===== src/rtl/clk_div_gen.sv =====
// clk_div_gen: multi-channel programmable clock divider / clock-enable generator.
// Ports:
//   clk, rst_n              board clock and asynchronous active-low reset
//   cfg_we, cfg_ch          one-cycle configuration write strobe and target channel
//   cfg_div/high/phase      period, high time and counter start value for the write
//   en, sync_start          per-channel enable, realign all counters to their phase
//   locked                  warmup complete
//   clk_out, tick           registered divided outputs and end-of-period pulses
//   cfg_err                 one-cycle pulse when a write is rejected
module clk_div_gen #(
    parameter int CH       = 3,
    parameter int CNT_W    = 16,
    parameter int LOCK_CYC = 64,
    parameter int DEF_DIV  = 2,
    parameter int DEF_HIGH = 1
) (
    input  logic             clk,
    input  logic             rst_n,
    input  logic             cfg_we,
    input  logic [3:0]       cfg_ch,
    input  logic [CNT_W-1:0] cfg_div,
    input  logic [CNT_W-1:0] cfg_high,
    input  logic [CNT_W-1:0] cfg_phase,
    input  logic [CH-1:0]    en,
    input  logic             sync_start,
    output logic             locked,
    output logic [CH-1:0]    clk_out,
    output logic [CH-1:0]    tick,
    output logic             cfg_err
);
    localparam int LW = $clog2(LOCK_CYC);
    localparam logic [CNT_W-1:0] ONE = CNT_W'(1);

    logic [LW-1:0]    lock_cnt_q, lock_cnt_d;
    logic             locked_q, locked_d;
    logic             err_q, err_d;
    logic [CNT_W-1:0] div_q [CH], div_d [CH];
    logic [CNT_W-1:0] high_q [CH], high_d [CH];
    logic [CNT_W-1:0] phase_q [CH], phase_d [CH];
    logic [CNT_W-1:0] sdiv_q [CH], sdiv_d [CH];
    logic [CNT_W-1:0] shigh_q [CH], shigh_d [CH];
    logic [CNT_W-1:0] sphase_q [CH], sphase_d [CH];
    logic [CNT_W-1:0] cnt_q [CH], cnt_d [CH];
    logic [CH-1:0]    pend_q, pend_d, out_q, out_d, tick_q, tick_d;
    logic             cfg_ok, sync;
    logic [CH-1:0]    wr, pend, wrap, hold, apply;

    always_comb begin
        cfg_ok = cfg_we && ({1'b0, cfg_ch} < 5'(CH)) && (cfg_div > ONE) && (cfg_high != '0)
                 && (cfg_high < cfg_div) && (cfg_phase < cfg_div);
        err_d = cfg_we && !cfg_ok;
        sync = sync_start && locked_q;
        locked_d = locked_q || (lock_cnt_q == LW'(LOCK_CYC - 1));
        lock_cnt_d = locked_q ? lock_cnt_q : lock_cnt_q + LW'(1);
        wr = '0;
        pend = '0;
        wrap = '0;
        hold = '0;
        apply = '0;
        pend_d = '0;
        out_d = '0;
        tick_d = '0;
        for (int k = 0; k < CH; k++) begin
            // An accepted write is forwarded so a same-cycle load (sync, wrap,
            // parked channel) already uses the new triple.
            wr[k] = cfg_ok && (cfg_ch == 4'(k));
            sdiv_d[k] = wr[k] ? cfg_div : sdiv_q[k];
            shigh_d[k] = wr[k] ? cfg_high : shigh_q[k];
            sphase_d[k] = wr[k] ? cfg_phase : sphase_q[k];
            pend[k] = wr[k] || pend_q[k];
            wrap[k] = cnt_q[k] == div_q[k] - ONE;
            // Parked at phase while unlocked/disabled, or realigned by sync.
            hold[k] = !locked_q || !en[k] || sync;
            apply[k] = pend[k] && (hold[k] || wrap[k]);
            div_d[k] = apply[k] ? sdiv_d[k] : div_q[k];
            high_d[k] = apply[k] ? shigh_d[k] : high_q[k];
            phase_d[k] = apply[k] ? sphase_d[k] : phase_q[k];
            pend_d[k] = pend[k] && !apply[k];
            cnt_d[k] = (hold[k] || apply[k]) ? phase_d[k] : wrap[k] ? '0 : cnt_q[k] + ONE;
            out_d[k] = locked_q && en[k] && (cnt_q[k] < high_q[k]);
            // A sync truncates the period, so its end is not reported.
            tick_d[k] = locked_q && en[k] && wrap[k] && !sync;
        end
    end

    always_ff @(posedge clk or negedge rst_n) begin
        if (!rst_n) begin
            lock_cnt_q <= '0;
            locked_q <= 1'b0;
            err_q <= 1'b0;
            pend_q <= '0;
            out_q <= '0;
            tick_q <= '0;
            for (int k = 0; k < CH; k++) begin
                div_q[k] <= CNT_W'(DEF_DIV);
                high_q[k] <= CNT_W'(DEF_HIGH);
                phase_q[k] <= '0;
                sdiv_q[k] <= CNT_W'(DEF_DIV);
                shigh_q[k] <= CNT_W'(DEF_HIGH);
                sphase_q[k] <= '0;
                cnt_q[k] <= '0;
            end
        end else begin
            lock_cnt_q <= lock_cnt_d;
            locked_q <= locked_d;
            err_q <= err_d;
            pend_q <= pend_d;
            out_q <= out_d;
            tick_q <= tick_d;
            div_q <= div_d;
            high_q <= high_d;
            phase_q <= phase_d;
            sdiv_q <= sdiv_d;
            shigh_q <= shigh_d;
            sphase_q <= sphase_d;
            cnt_q <= cnt_d;
        end
    end

    assign locked = locked_q;
    assign clk_out = out_q;
    assign tick = tick_q;
    assign cfg_err = err_q;
endmodule


===== config.mk =====
export PLATFORM = sky130hd
export DESIGN_NAME = clk_div_gen
export DESIGN_NICKNAME = d
export VERILOG_FILES = /design/src/rtl/clk_div_gen.sv
export SDC_FILE = /design/constraint.sdc
export NUM_CORES = 1
export LEC_CHECK = 0
export ABC_AREA = 1
export CAP_MARGIN = 25
export CELL_PAD_IN_SITES_DETAIL_PLACEMENT = 1
export CELL_PAD_IN_SITES_GLOBAL_PLACEMENT = 1
export CORE_ASPECT_RATIO = 0.8
export CORE_UTILIZATION = 50
export CTS_CLUSTER_SIZE = 12
export DETAILED_ROUTE_END_ITERATION = 7
export GPL_TIMING_DRIVEN = 0
export PLACE_DENSITY_LB_ADDON = 0.05
export SLEW_MARGIN = 0
export SYNTH_ARGS = -nofsm -noshare
export SYNTH_HDL_FRONTEND = slang
export SYNTH_SLANG_ARGS = --single-unit

===== constraint.sdc =====
create_clock -name clk -period 7.1 [get_ports clk]
set_input_delay 1.775 -clock clk [delete_from_list [all_inputs] [get_ports clk]]
set_output_delay 1.775 -clock clk [all_outputs]
set_load 0.01 [all_outputs]

Word-level counts from Yosys, hierarchy flattened
Cells that the tools add are included.
{"block": "classes", "addsub": 7, "n_mul": 0, "div": 0, "order_cmp": 7, "eq_ne": 6, "shifts": 0, "mux": 18, "bitwise_logic": 0, "n_reduce_logical": 55}
{"operator": "$mux 16", "n": 18}
{"operator": "$lt 16x16->1", "n": 5}
{"operator": "$add 16x1->16 const B", "n": 3}
{"operator": "$eq 16x16->1", "n": 3}
{"operator": "$sub 16x1->16 const B", "n": 3}
{"operator": "$logic_and 1x1->1", "n": 28}
{"operator": "$gt 16x1->1 const B", "n": 1}
{"operator": "$logic_or 1x1->1", "n": 16}
{"operator": "$reduce_bool 16->1", "n": 1}
{"operator": "$logic_not 1->1", "n": 9}
{"operator": "$add 6x1->6 const B", "n": 1}
{"operator": "$eq 6x6->1 const B", "n": 1}
{"operator": "$eq 4x1->1 const B", "n": 1}
{"operator": "$eq 4x2->1 const B", "n": 1}
{"operator": "$logic_not 4->1", "n": 1}
{"operator": "$lt 4x2->1 const B", "n": 1}
{"block": "word_totals", "regBits": 353, "latchBits": 0, "mem_bits_rw": 0, "rom_bits": 0, "input_bits": 59, "output_inout_bits": 8, "word_cells": 120, "mem_count": 0}

Logic depth before layout (Yosys ltp)
{"block": "depth", "ltp_word": 11, "depth_mapped": 18, "depth_no_buf": 18}

Worst setup path before layout
OpenSTA, ideal clock, no wires.
{"block": "synth_timing", "path_type": "input port to flip-flop", "start": "in cfg_div[15]", "end": "reg div_q[18] in the netlist's numbering", "arrival_ps": 3628, "path_slack_ps": 3345, "path_stages": 15, "path_cell_list": "inv_1 ha_1 nand2_1 nor2_1 nor2_1 nand2_1 nor2_1 nand4_1 nor2_4 nand3_2 nand2_1 nand2_2 inv_2 buf_2 o21ai_0"}
{"block": "synth_via", "elab_chain_cells": 8, "elab_cells_between_ends": 11, "cone_classes": "3 x order compare; 1 x mux; 7 x reduce/logical"}
{"item": "start: declaration", "line_no": "21", "text": "input logic [CNT_W-1:0] cfg_div,"}
{"item": "$gt 16x1->1", "line_no": "49", "text": "cfg_ok = cfg_we && ({1'b0, cfg_ch} < 5'(CH)) && (cfg_div > ONE) && (cfg_high != '0)"}
{"item": "$logic_and 1x1->1 (2 in a row)", "line_no": "49"}
{"item": "$logic_and 1x1->1", "line_no": "50", "text": "&& (cfg_high < cfg_div) && (cfg_phase < cfg_div);"}
{"item": "$logic_and 1x1->1 (*)", "line_no": "50"}
{"item": "$logic_and 1x1->1 (*)", "line_no": "66", "text": "wr[k] = cfg_ok && (cfg_ch == 4'(k));"}
{"item": "$logic_or 1x1->1", "line_no": "70", "text": "pend[k] = wr[k] || pend_q[k];"}
{"item": "$logic_and 1x1->1", "line_no": "74", "text": "apply[k] = pend[k] && (hold[k] || wrap[k]);"}
{"item": "end signal: indexed assignment", "line_no": "95", "text": "div_q[k] <= CNT_W'(DEF_DIV);"}
{"item": "end signal: assignment", "line_no": "110", "text": "div_q <= div_d;"}
{"item": "end: declaration", "line_no": "37", "text": "logic [CNT_W-1:0] div_q [CH], div_d [CH];"}
Mark *: on every way between the ends. The rest lies on a longest branch, timed or not.
A chain may end at the register's enable or synchronous reset.

==> results.tsv <==
metric	value	unit
status	finished, final reports clean	
vias_per_cell	5.55	
clock_skew	0.0178	ns
synthDistinctLibCells	43	
synth_edf_count	0	
seq_area_frac_synth	46.9	%
finalCriticalPeriod	5.21	ns
synth.most_common_cell	nand2_1	
worst_setup_path_end_kind	register	
grt_usage	34.2	%
rsz0062_at_grt	false	
via_count	16800	
post-route-drc-count	0	
synth_top_area_share	45.2	%
fmaxAchievable	0.192	GHz
dieWidth	219	µm
tightest_slew	0.694	ns
hp-class	reg -> reg	
cpPeakStageDelay	0.48	ns
slew_headroom	53.6	%
ys_warn_count	0	
required	7.51	ns
core_area	0.0371	mm²
p_seq_share	46.9	%
cts_sinks	353	
crit_path_frequent_cell	nand2_1	
drtIter0Drc	1332	
p_leak	11.2	nW
synth_common_cells	nand2_1, inv_1, dfrtp_1, nand3_1, o21ai_1	
arrival	5.62	ns
clockRootBuffer	clkbuf_16	
port_buffers	66	
netlist_area	0.0189	mm²
cts_tree	done	
cts-buffers-inserted	39	
async_flop_share	100	%
place_congestion	0.913	
switchingPower	1.07	mW
clkSlewWorstSetupHoldPaths	0.06	ns
critPathKind	in -> reg	
antenna_cells	0	
place_inst	2966	
syn_to_final_growth	14.0	%
die_h	176	µm
layout.nets	2661	
yosys.area.top_type	dfrtp_1	
start_util	50.8	%
p_int	3.37	mW
setup_violations	0	
swShare	24.1	%
clk_latency	0.54	ns
finalSetupTns	0	ns
postCtsHoldBufs	0	
die_area	0.0385	mm²
maxCapViolCount	0	
synth_nets	2551	
grt_pass1_vias	17900	
ys_top_cells_by_area	dfrtp_1, nand2_1, inv_1	
cts-resized-gates	0	
cp-start-kind	primary input	
slowest_stage	clkdlybuf4s50_1	
ys_seq_elements	353	
cts_setup_buffers	0	
htreeDepth	2	
finalHoldViolations	0	
ir_drop	156	µV
grt_max_degree	98	
first_pass_iters	5	
antenna_left	0	
power_density	206	mW/mm²
antenna_found_initial	1	
gr-total-overflow	0	
drive_above_1_share	6.24	%
grt_pass1_wl	100000	µm
path_max_fanout	10	
stdcell_count	3036	
wirelength	63600	µm
worst-path-buf-inv	3	
clkPwrFrac	46.3	%
synth_cells	2410	
crit_path_cell_trace	clkdlybuf4s50_1 -> inv_1 -> ha_1 -> nand2_1 -> nor3_1 -> nand3_1 -> a21oi_1 -> nor2_4 -> nand3_2 -> nand2_1 -> nand2_2 -> nand2_2 -> buf_6 -> nand3_1 -> nand2_1	
dp.final_hpwl	48100	µm
comb_power_share	6.8	%
wl_per_cell	20.9	µm
slew_violations	0	
postLayoutCoreUtil	58.0	%
synth_flop_cell	dfrtp_1	
finalCritPeriodShare	73.4	%
cp_top_family	simple AND/OR/NAND/NOR gates	
cts.path.max_buffers	3	
synth_area_per_cell	7.83	µm²
io_pins	67	
rows	63	
## routing by layer
metal	global-route usage, %	vias up	share of wire [%]
met2	54.2	433	45
li1	-	7836	-
met1	47.4	8470	45
met4	9.87	0	2.9
met3	6.84	108	6.4
met5	0	-	0
## metrics by stage
step	hold WS, ns	power (mW)	worst slack (ns)	instance area (µm²)
after floorplan	0.454	2.25	3.34	18900
after global placement	0.476	2.40	-11.34	20100
after detailed placement	0.481	2.42	1.53	20200
after CTS	0.495	4.46	2.06	21500
after global routing	0.517	4.56	1.65	21500
final	0.496	4.44	1.89	21500
## layout make-up
class | instances | area, µm²
fill | 4608 | 15600
sequential | 353 | 8850
multi-input combinational | 1621 | 8300
inverter | 360 | 1350
clock buffer | 64 | 1220
timing repair buffer | 69 | 748
tap | 487 | 609
buffer | 76 | 374
clock inverter | 6 | 58.8
## registers in the layout, summed over array words and instances (netlist names)
register and cells:
sphase_q 48, div_q 48, high_q 48, clk_out 3, locked 1, pend_q 3, sdiv_q 48, tick 3
lock_cnt_q 6, phase_q 48, cfg_err 1, cnt_q 48, shigh_q 48
## kinds of logic (layout without fill, tap and decap cells)
group | Yosys count | after routing | synth area share, %
flip-flops | 353 | 353 | 46.9
AO/OA/AOI/OAI | 256 | 256 | 7.00
adder cells (fa/ha/maj) | 82 | 82 | 5.43
AND/OR/NAND/NOR | 1213 | 1213 | 28.3
XOR/XNOR | 70 | 70 | 3.25
buffers and inverters | 436 | 575 | 9.15
## tightest hold or removal path, stage by stage (launching register included)
cell and delay, ns:
dfstp_2 0.36, nand2_1 0.05, o21ai_1 0.07
## power by group through the flow
stage	combinational, mW	sequential [mW]	clock, mW
after CTS	0.302	2.08	2.07
after floorplan	0.137	2.11	0
after global placement	0.276	2.12	0
final	0.301	2.08	2.06
after detailed placement	0.296	2.12	0
after global routing	0.337	2.09	2.14
## path summary, 6_finish.rpt
kind / to / cells past startpoint / slack (ns) / startpoint
worst max-delay path: cnt_q[21]$_DFF_PN0_ / 15 / 1.89 / cfg_div[15]
worst min-delay path: sdiv_q[1]$_DFF_PN1_ / 2 / 0.50 / sdiv_q[1]$_DFF_PN1_
worst max register to register: cnt_q[21]$_DFF_PN0_ / 17 / 3.87 / div_q[16]$_DFFE_PN0N_
worst min register to register: sdiv_q[1]$_DFF_PN1_ / 2 / 0.50 / sdiv_q[1]$_DFF_PN1_
max in group asynchronous: lock_cnt_q[3]$_DFFE_PN0N_ / 3 / 4.57 / rst_n
min in group asynchronous: div_q[23]$_DFFE_PN0N_ / 1 / 1.20 / rst_n
## placed cells by master (no fill, tap or decap), types with 48 or more instances in the layout
cell,Yosys,routed
inv_1,349,349
nand4_1,70,70
nor2_1,133,133
o21ai_0,60,60
nand3_1,173,173
xor2_1,48,48
dfrtp_1,341,341
o21ai_1,138,138
nand2_1,707,707
and2_1,49,49
ha_1,82,82
clkdlybuf4s50_1,0,65
Power figures use the tool's default switching activity.
